### config.mk
export PLATFORM = sky130hd
export DESIGN_NAME = alarm_clock_timekeeper_flat
export DESIGN_NICKNAME = d
export VERILOG_FILES = /design/src/rtl/alarm_clock_timekeeper_pkg.sv /design/src/rtl/alarm_clock_timekeeper_if.sv /design/src/rtl/alarm_clock_timekeeper_bcd_mod_counter.sv /design/src/rtl/alarm_clock_timekeeper.sv /design/src/flat_wrapper.sv
export SDC_FILE = /design/constraint.sdc
export NUM_CORES = 1
export LEC_CHECK = 0
export CORE_AREA = 10 10 118 120
export DETAILED_ROUTE_END_ITERATION = 8
export DIE_AREA = 0 0 128 130
export SLEW_MARGIN = 10
export SYNTH_ARGS = -nofsm -noshare
export SYNTH_HDL_FRONTEND = slang
export SYNTH_SLANG_ARGS = --single-unit
### constraint.sdc
create_clock -name clk -period 4.74 [get_ports clk]
set_clock_uncertainty 0.1 [all_clocks]
set_input_delay 0.474 -clock clk [delete_from_list [all_inputs] [get_ports clk]]
set_output_delay 0.474 -clock clk [all_outputs]
set_load 0.005 [all_outputs]
### src/rtl/alarm_clock_timekeeper_pkg.sv
// Shared types and BCD limits for the alarm clock timekeeper.
// bcd_inc() wraps at an arbitrary BCD maximum, so it serves seconds, minutes and hours.
package alarm_clock_pkg;

  typedef enum logic [1:0] {
    MODE_RUN       = 2'b00,
    MODE_SET_TIME  = 2'b01,
    MODE_SET_ALARM = 2'b10
  } mode_t;

  localparam logic [7:0] SEC_MAX      = 8'h59;
  localparam logic [7:0] MIN_MAX      = 8'h59;
  localparam logic [7:0] HR_MAX       = 8'h23;
  localparam logic [7:0] ALARM_RST_HH = 8'h06;
  localparam logic [7:0] ALARM_RST_MM = 8'h00;

  // Code 2'b11 is a second encoding of "run".
  function automatic mode_t decode_mode(input logic [1:0] raw);
    case (raw)
      2'b01:   return MODE_SET_TIME;
      2'b10:   return MODE_SET_ALARM;
      default: return MODE_RUN;
    endcase
  endfunction

  function automatic logic [7:0] bcd_inc(input logic [7:0] v, input logic [7:0] max);
    if (v == max) return 8'h00;
    if (v[3:0] >= 4'd9) return {v[7:4] + 4'd1, 4'd0};
    return {v[7:4], v[3:0] + 4'd1};
  endfunction

endpackage

### src/rtl/alarm_clock_timekeeper_if.sv
// User controls and registered BCD display outputs of the timekeeper.
// The master drives the controls; the slave (the timekeeper) drives the display values.
interface alarm_clock_timekeeper_if;
  logic [1:0] set_mode;
  logic       inc_hr_p;
  logic       inc_min_p;
  logic       alarm_en;
  logic       dismiss_p;
  logic [7:0] time_hh_bcd;
  logic [7:0] time_mm_bcd;
  logic [7:0] time_ss_bcd;
  logic [7:0] alarm_hh_bcd;
  logic [7:0] alarm_mm_bcd;
  logic       tick_1hz;
  logic       alarm_ringing;

  modport master (
    output set_mode, inc_hr_p, inc_min_p, alarm_en, dismiss_p,
    input  time_hh_bcd, time_mm_bcd, time_ss_bcd, alarm_hh_bcd, alarm_mm_bcd,
    input  tick_1hz, alarm_ringing
  );

  modport slave (
    input  set_mode, inc_hr_p, inc_min_p, alarm_en, dismiss_p,
    output time_hh_bcd, time_mm_bcd, time_ss_bcd, alarm_hh_bcd, alarm_mm_bcd,
    output tick_1hz, alarm_ringing
  );
endinterface

### src/rtl/alarm_clock_timekeeper_bcd_mod_counter.sv
// Two-digit BCD counter wrapping at MAX_BCD; value registered, carry_o combinational.
// clr_i beats inc_i, and a cleared cycle never produces a carry.
module bcd_mod_counter
  import alarm_clock_pkg::*;
#(
  parameter logic [7:0] MAX_BCD = SEC_MAX,
  parameter logic [7:0] RST_BCD = 8'h00
) (
  input  logic       clk,
  input  logic       rst_n,
  input  logic       inc_i,
  input  logic       clr_i,
  output logic [7:0] cnt_o,
  output logic       carry_o
);

  logic [7:0] cnt_q, cnt_d;

  always_comb begin
    cnt_d = cnt_q;
    if (clr_i) begin
      cnt_d = 8'h00;
    end else if (inc_i) begin
      cnt_d = bcd_inc(cnt_q, MAX_BCD);
    end
  end

  always_ff @(posedge clk or negedge rst_n) begin
    if (!rst_n) cnt_q <= RST_BCD;
    else        cnt_q <= cnt_d;
  end

  assign cnt_o   = cnt_q;
  assign carry_o = inc_i && !clr_i && (cnt_q == MAX_BCD);

endmodule

### src/rtl/alarm_clock_timekeeper.sv
// 24-hour BCD clock with one alarm: prescaler, HH:MM:SS chain, alarm registers, ring timer.
// Time advances on the prescaler wrap edge, so new time and tick_1hz appear together.
module alarm_clock_timekeeper
  import alarm_clock_pkg::*;
#(
  parameter int CLK_HZ    = 10_000_000,
  parameter int RING_SECS = 60
) (
  input logic                     clk,
  input logic                     rst_n,
  alarm_clock_timekeeper_if.slave bus
);

  localparam int             PW        = $clog2(CLK_HZ);
  localparam logic [PW-1:0]  PRESC_MAX = PW'(CLK_HZ - 1);
  localparam logic [7:0]     RING_LAST = 8'(RING_SECS);

  mode_t         mode;
  logic          set_time, set_alarm, wrap, match;
  logic [PW-1:0] presc_q, presc_d;
  logic          tick_q, tick_d;
  logic          ring_q, ring_d;
  logic [7:0]    rcnt_q, rcnt_d;
  logic [7:0]    ss, mm, hh, amm, ahh;
  logic          ss_co, mm_co, hh_co, amm_co, ahh_co;
  logic          mm_inc, hh_inc;
  logic          unused_carries;

  assign mode      = decode_mode(bus.set_mode);
  assign set_time  = (mode == MODE_SET_TIME);
  assign set_alarm = (mode == MODE_SET_ALARM);
  assign wrap      = !set_time && (presc_q == PRESC_MAX);

  // Setting time parks the prescaler at 0, so the first second after release is a full one.
  always_comb begin
    presc_d = presc_q + PW'(1);
    if (set_time || wrap) presc_d = '0;
    tick_d = wrap;
  end

  // Set-time pulses bypass the carry chain: minutes never roll into hours while setting.
  assign mm_inc = set_time ? bus.inc_min_p : ss_co;
  assign hh_inc = set_time ? bus.inc_hr_p  : mm_co;

  bcd_mod_counter #(.MAX_BCD(SEC_MAX), .RST_BCD(8'h00)) u_ss (
    .clk(clk), .rst_n(rst_n), .inc_i(wrap), .clr_i(set_time), .cnt_o(ss), .carry_o(ss_co)
  );
  bcd_mod_counter #(.MAX_BCD(MIN_MAX), .RST_BCD(8'h00)) u_mm (
    .clk(clk), .rst_n(rst_n), .inc_i(mm_inc), .clr_i(1'b0), .cnt_o(mm), .carry_o(mm_co)
  );
  bcd_mod_counter #(.MAX_BCD(HR_MAX), .RST_BCD(8'h00)) u_hh (
    .clk(clk), .rst_n(rst_n), .inc_i(hh_inc), .clr_i(1'b0), .cnt_o(hh), .carry_o(hh_co)
  );
  bcd_mod_counter #(.MAX_BCD(MIN_MAX), .RST_BCD(ALARM_RST_MM)) u_amm (
    .clk(clk), .rst_n(rst_n), .inc_i(set_alarm && bus.inc_min_p), .clr_i(1'b0),
    .cnt_o(amm), .carry_o(amm_co)
  );
  bcd_mod_counter #(.MAX_BCD(HR_MAX), .RST_BCD(ALARM_RST_HH)) u_ahh (
    .clk(clk), .rst_n(rst_n), .inc_i(set_alarm && bus.inc_hr_p), .clr_i(1'b0),
    .cnt_o(ahh), .carry_o(ahh_co)
  );

  assign unused_carries = &{1'b0, hh_co, amm_co, ahh_co};

  // Match is evaluated in the tick cycle, when the freshly advanced time is visible.
  always_comb begin
    ring_d = ring_q;
    rcnt_d = rcnt_q;
    match  = tick_q && bus.alarm_en && !set_time && (hh == ahh) && (mm == amm) && (ss == 8'h00);
    if (bus.dismiss_p || !bus.alarm_en || set_time) begin
      ring_d = 1'b0;
    end else if (match) begin
      ring_d = 1'b1;
      rcnt_d = 8'h00;
    end else if (tick_q && ring_q) begin
      rcnt_d = rcnt_q + 8'd1;
      if (rcnt_d == RING_LAST) ring_d = 1'b0;
    end
  end

  always_ff @(posedge clk or negedge rst_n) begin
    if (!rst_n) begin
      presc_q <= '0;
      tick_q  <= 1'b0;
      ring_q  <= 1'b0;
      rcnt_q  <= 8'h00;
    end else begin
      presc_q <= presc_d;
      tick_q  <= tick_d;
      ring_q  <= ring_d;
      rcnt_q  <= rcnt_d;
    end
  end

  assign bus.time_ss_bcd   = ss;
  assign bus.time_mm_bcd   = mm;
  assign bus.time_hh_bcd   = hh;
  assign bus.alarm_mm_bcd  = amm;
  assign bus.alarm_hh_bcd  = ahh;
  assign bus.tick_1hz      = tick_q;
  assign bus.alarm_ringing = ring_q;

endmodule
### src/flat_wrapper.sv
// flat-port wrapper written by rule: the top's interface ports become plain ports
module alarm_clock_timekeeper_flat import alarm_clock_pkg::*;
#(
  parameter int CLK_HZ    = 10_000_000,
  parameter int RING_SECS = 60
)
  (clk, rst_n, bus_set_mode, bus_inc_hr_p, bus_inc_min_p, bus_alarm_en, bus_dismiss_p, bus_time_hh_bcd, bus_time_mm_bcd, bus_time_ss_bcd, bus_alarm_hh_bcd, bus_alarm_mm_bcd, bus_tick_1hz, bus_alarm_ringing);
  alarm_clock_timekeeper_if bus_i ();
  input logic clk;
  input logic rst_n;
  input wire logic [$bits(bus_i.set_mode)-1:0] bus_set_mode;
  input wire logic [$bits(bus_i.inc_hr_p)-1:0] bus_inc_hr_p;
  input wire logic [$bits(bus_i.inc_min_p)-1:0] bus_inc_min_p;
  input wire logic [$bits(bus_i.alarm_en)-1:0] bus_alarm_en;
  input wire logic [$bits(bus_i.dismiss_p)-1:0] bus_dismiss_p;
  output wire logic [$bits(bus_i.time_hh_bcd)-1:0] bus_time_hh_bcd;
  output wire logic [$bits(bus_i.time_mm_bcd)-1:0] bus_time_mm_bcd;
  output wire logic [$bits(bus_i.time_ss_bcd)-1:0] bus_time_ss_bcd;
  output wire logic [$bits(bus_i.alarm_hh_bcd)-1:0] bus_alarm_hh_bcd;
  output wire logic [$bits(bus_i.alarm_mm_bcd)-1:0] bus_alarm_mm_bcd;
  output wire logic [$bits(bus_i.tick_1hz)-1:0] bus_tick_1hz;
  output wire logic [$bits(bus_i.alarm_ringing)-1:0] bus_alarm_ringing;
  assign bus_i.set_mode = bus_set_mode;
  assign bus_i.inc_hr_p = bus_inc_hr_p;
  assign bus_i.inc_min_p = bus_inc_min_p;
  assign bus_i.alarm_en = bus_alarm_en;
  assign bus_i.dismiss_p = bus_dismiss_p;
  assign bus_time_hh_bcd = bus_i.time_hh_bcd;
  assign bus_time_mm_bcd = bus_i.time_mm_bcd;
  assign bus_time_ss_bcd = bus_i.time_ss_bcd;
  assign bus_alarm_hh_bcd = bus_i.alarm_hh_bcd;
  assign bus_alarm_mm_bcd = bus_i.alarm_mm_bcd;
  assign bus_tick_1hz = bus_i.tick_1hz;
  assign bus_alarm_ringing = bus_i.alarm_ringing;
  alarm_clock_timekeeper #(.CLK_HZ(CLK_HZ), .RING_SECS(RING_SECS)) u_core (.clk(clk), .rst_n(rst_n), .bus(bus_i));
endmodule
==> Implementation_results.wiki <==
{| class="wikitable"
! Metric !! Value
|-
| Result of the run || finished, final reports clean
|-
| Tightest Hold Check Type || in2async
|-
| Endpoint arrival time on the critical path || 2780 ps
|-
| Post-Place Setup Slack || 1740 ps
|-
| Sequential area share after synthesis || 41.90%
|-
| Minimum hold slack || 137.9 ps
|-
| TritonCTS clock tree || yes
|-
| Diode insertion count for antenna repair || 0
|-
| Post-layout power || 2.388 mW
|-
| Post-CTS setup buffer count || 0
|-
| Detailed placer's ending HPWL || 7853 um
|-
| Core area || 11,710 um2
|-
| Total DRC errors in the routed layout || 0
|-
| Die Y || 130 um
|-
| Root buf cell || clkbuf_16
|-
| Total of hold buffers inserted after clock tree synthesis || 0
|-
| Maximum vdd drop || 0.0003093 V
|-
| Number of antenna violations at the first check in global routing || 0
|-
| PD cells || 444.0 nW/um2
|-
| Synth Net Count || 495
|-
| Most numerous cell in the Yosys netlist || dfrtp_1
|-
| Post-synthesis instance area || 4425 um2
|-
| Total of endpoints with negative setup slack in the final report || 0
|-
| Resize count post-CTS || 0
|-
| Final net count || 550
|-
| H-Tree Level Count || 3
|-
| Number of max-cap violations || 0
|-
| Required time reported for the critical path endpoint || 4850 ps
|-
| Core Rows || 40
|-
| Detailed-router iteration count before antenna repair || 4
|-
| Worst skew pair latency || 340 ps
|-
| Final instance count without filler cells || 665
|-
| IO Pins || 50
|-
| Unrepaired setup endpoints after global routing || no
|-
| Count of routing violations after the opening detailed-route iteration || 375
|-
| Fin util || 45.92%
|-
| Port Buffer Count || 49
|-
| Final hold violation count || 0
|-
| Vias after detailed routing || 3,559
|-
| Critical-path maximum fanout || 10
|-
| Clock period minus final worst setup slack || 2667 ps
|-
| Uppermost metal layer occupied by signal nets || met4
|-
| Share of synthesized flip-flops with an asynchronous set or reset || 100.0%
|-
| Max Clk Rate || 375.0 MHz
|-
| Worst setup path class || in2reg
|-
| Weighted congestion at the end of routability-driven global placement || 0.8599
|-
| Startpoint of the most critical setup path || bus_set_mode[1]
|-
| Slew headroom || 34.08%
|-
| Area of combinational cells with multiple inputs || 2461 um2
|-
| Number of antenna-violating nets in the routed design || 0
|-
| Element type at the critical path start || primary input
|-
| Pin count of the biggest net entering global routing || 40
|-
| Register-to-register setup slack || 2260 ps
|-
| First-pass GRT wire length || 17,630 um
|-
| Sequential group share of total power || 41.1%
|-
| Detailed-route wire length on metal 1 || 4818 um
|-
| Average vias per placed instance || 5.352
|-
| Startpoint of the worst register-to-register path || u_core.u_ss.cnt_o[4]$_DFFE_PN0P_
|-
| Initial cell density of the core || 37.79%
|-
| Met3 layer wire length in the routed design || 478 um
|-
| Biggest area consumer among synthesized cells || dfrtp_1
|-
| Global router's overall resource usage || 13.07%
|-
| Switching power || 0.8236 mW
|-
| Slew @ Worst Pin || 979.7 ps
|-
| Final critical-path share of the clock period || 56.27%
|-
| Worst-case reg-to-reg path depth || 7
|-
| Sequential cell area || 1854 um2
|-
| Final routed wirelength across all metal layers || 10,670 um
|-
| Proportion of power drawn by combinational gates || 30.4%
|-
| Top cell types by occurrence after synthesis || dfrtp_1 (72), nor2_1 (54), nand2_1 (36)
|-
| Synthesis-to-layout area growth || 21.52%
|-
| Worst flop-to-flop path endpoint || u_core.rcnt_q[2]$_DFFE_PN0P_
|-
| Total count of max-transition violations in the final report || 0
|-
| Total length of routed met2 wires || 5212 um
|-
| Number of distinct standard cells referenced by the synthesized netlist || 70
|-
| Placed cell area || 5082 um2
|-
| Floorplan die area || 16,640 um2
|-
| Clock edge transition at the registers on the reported setup and hold paths || 60 ps
|-
| Share of Yosys cell area claimed by the top area cell type || 40.71%
|-
| PnR worst setup slack || 2073 ps
|-
| Overall overflow remaining after global route || 0
|-
| Count of fill cells added during filler insertion || 1,102
|-
| Pint || 1.564 mW
|-
| Synthesized area divided by synthesized cell count || 9.663 um2
|-
| Yosys warnings || 0
|-
| Worst-case clock buffer depth || 2
|-
| CP endpoint kind || flip-flop
|-
| Post-Place Cells || 649
|-
| Routed length per placed instance || 16.04 um
|-
| Vias in the first global route || 3,507
|-
| Post-synthesis cell count || 458
|-
| Switch share || 34.49%
|-
| Number of sinks on the clock net || 74
|-
| Number of synthesized register bits || 74
|-
| Horizontal die dimension || 128 um
|-
| Commonest register cell after synthesis || dfrtp_1
|-
| Final instance area || 5378 um2
|-
| Total Negative Setup Slacks || 0 ps
|-
| Synth area leaders || dfrtp_1 (41%), ha_1 (8.2%), xor2_1 (4.9%)
|-
| Ratio of cells with drive above 1 in the final layout || 7.915%
|-
| Total CTS buffers || 9
|-
| Number of synthesized flops with an enable pin || 0
|-
| Leakage dissipation || 2.303 nW
|-
| Clock network fraction of design power || 28.5%
|}
## layout by cell type, fill, tap and decap left out, types with 7 or more instances in the layout
cell type        Yosys  layout
a21oi_1              8       8
clkbuf_16            0       9
clkdlybuf4s50_1      0      48
dfrtp_1             72      72
ha_1                29      29
inv_1               24      24
mux2i_1              7       7
nand2_1             36      36
nand3_1             22      22
nand4_1             15      15
nor2_1              54      54
nor3_1               8       8
nor4_1               9       9
o21ai_0             23      23
o31ai_1             10      10
xnor2_1             18      18
xor2_1              25      25
## cell families (layout without fill, tap and decap cells)
group                      count (synthesis)  count (layout)  synth area share [%]
and+or+nand+nor                          197             197                 24.40
AOI/OAI and AO/OA                         74              74                 11.82
DFF                                       74              74                 41.90
xor gates and xnor gates                  43              43                 8.510
buffers and inverters                     30              90                 2.573
adders and majority gates                 29              29                 8.199
muxes                                     11              11                 2.601
## sequential cells by signal, indices dropped and copies added (netlist names)
| register | count |
|---|---|
| u_core.bus.tick_1hz | 1 |
| u_core.bus.alarm_ringing | 1 |
| u_core.u_mm.cnt_o | 8 |
| u_core.u_ss.cnt_o | 8 |
| u_core.u_ahh.cnt_o | 8 |
| u_core.rcnt_q | 8 |
| u_core.u_amm.cnt_o | 8 |
| u_core.u_hh.cnt_o | 8 |
| u_core.presc_q | 24 |
## power by group through the flow
stage / Clock (mW) / Sequential (mW) / Combinational, mW
floorplan: 0 / 0.933 / 0.398
global placement: 0 / 0.986 / 0.719
detailed placement: 0 / 0.992 / 0.737
CTS: 0.701 / 0.982 / 0.741
global route: 0.726 / 1.01 / 0.817
finish: 0.679 / 0.982 / 0.726
## critical path: stages
cell and delay (ps):
clkdlybuf4s50_1 500, nand2b_2 240, nand3b_1 300, or4b_2 780, nor2_1 330, o21ai_0 150
## cell type report
cell class / instances / area share (%)
repair buffers: 50 / 9.167
inverters: 24 / 1.675
multi-input cells: 354 / 45.77
flip-flops and latches: 74 / 34.48
well taps: 147 / 3.420
clock buffers: 9 / 4.188
clock inverters: 7 / 1.303
## metal layers
layer / vias to the layer above / global-route usage [%]
li1: 1751 / -
met4: 0 / 4.305
met3: 13 / 3.408
met5: - / 0
met2: 59 / 21.98
met1: 1736 / 15.93
## worst max-delay path by stage
stage / endpoint / slack (ps) / cells after the start
after floorplan: u_core.u_mm.cnt_o[4]$_DFFE_PN0P_ / 2520 / 5
after global placement: u_core.rcnt_q[2]$_DFFE_PN0P_ / 1790 / 6
after detailed placement: u_core.rcnt_q[2]$_DFFE_PN0P_ / 1740 / 6
after CTS: u_core.rcnt_q[2]$_DFFE_PN0P_ / 2100 / 6
after global routing: u_core.rcnt_q[2]$_DFFE_PN0P_ / 1920 / 6
final: u_core.rcnt_q[2]$_DFFE_PN0P_ / 2070 / 6
(Power assumes the default switching activity.)
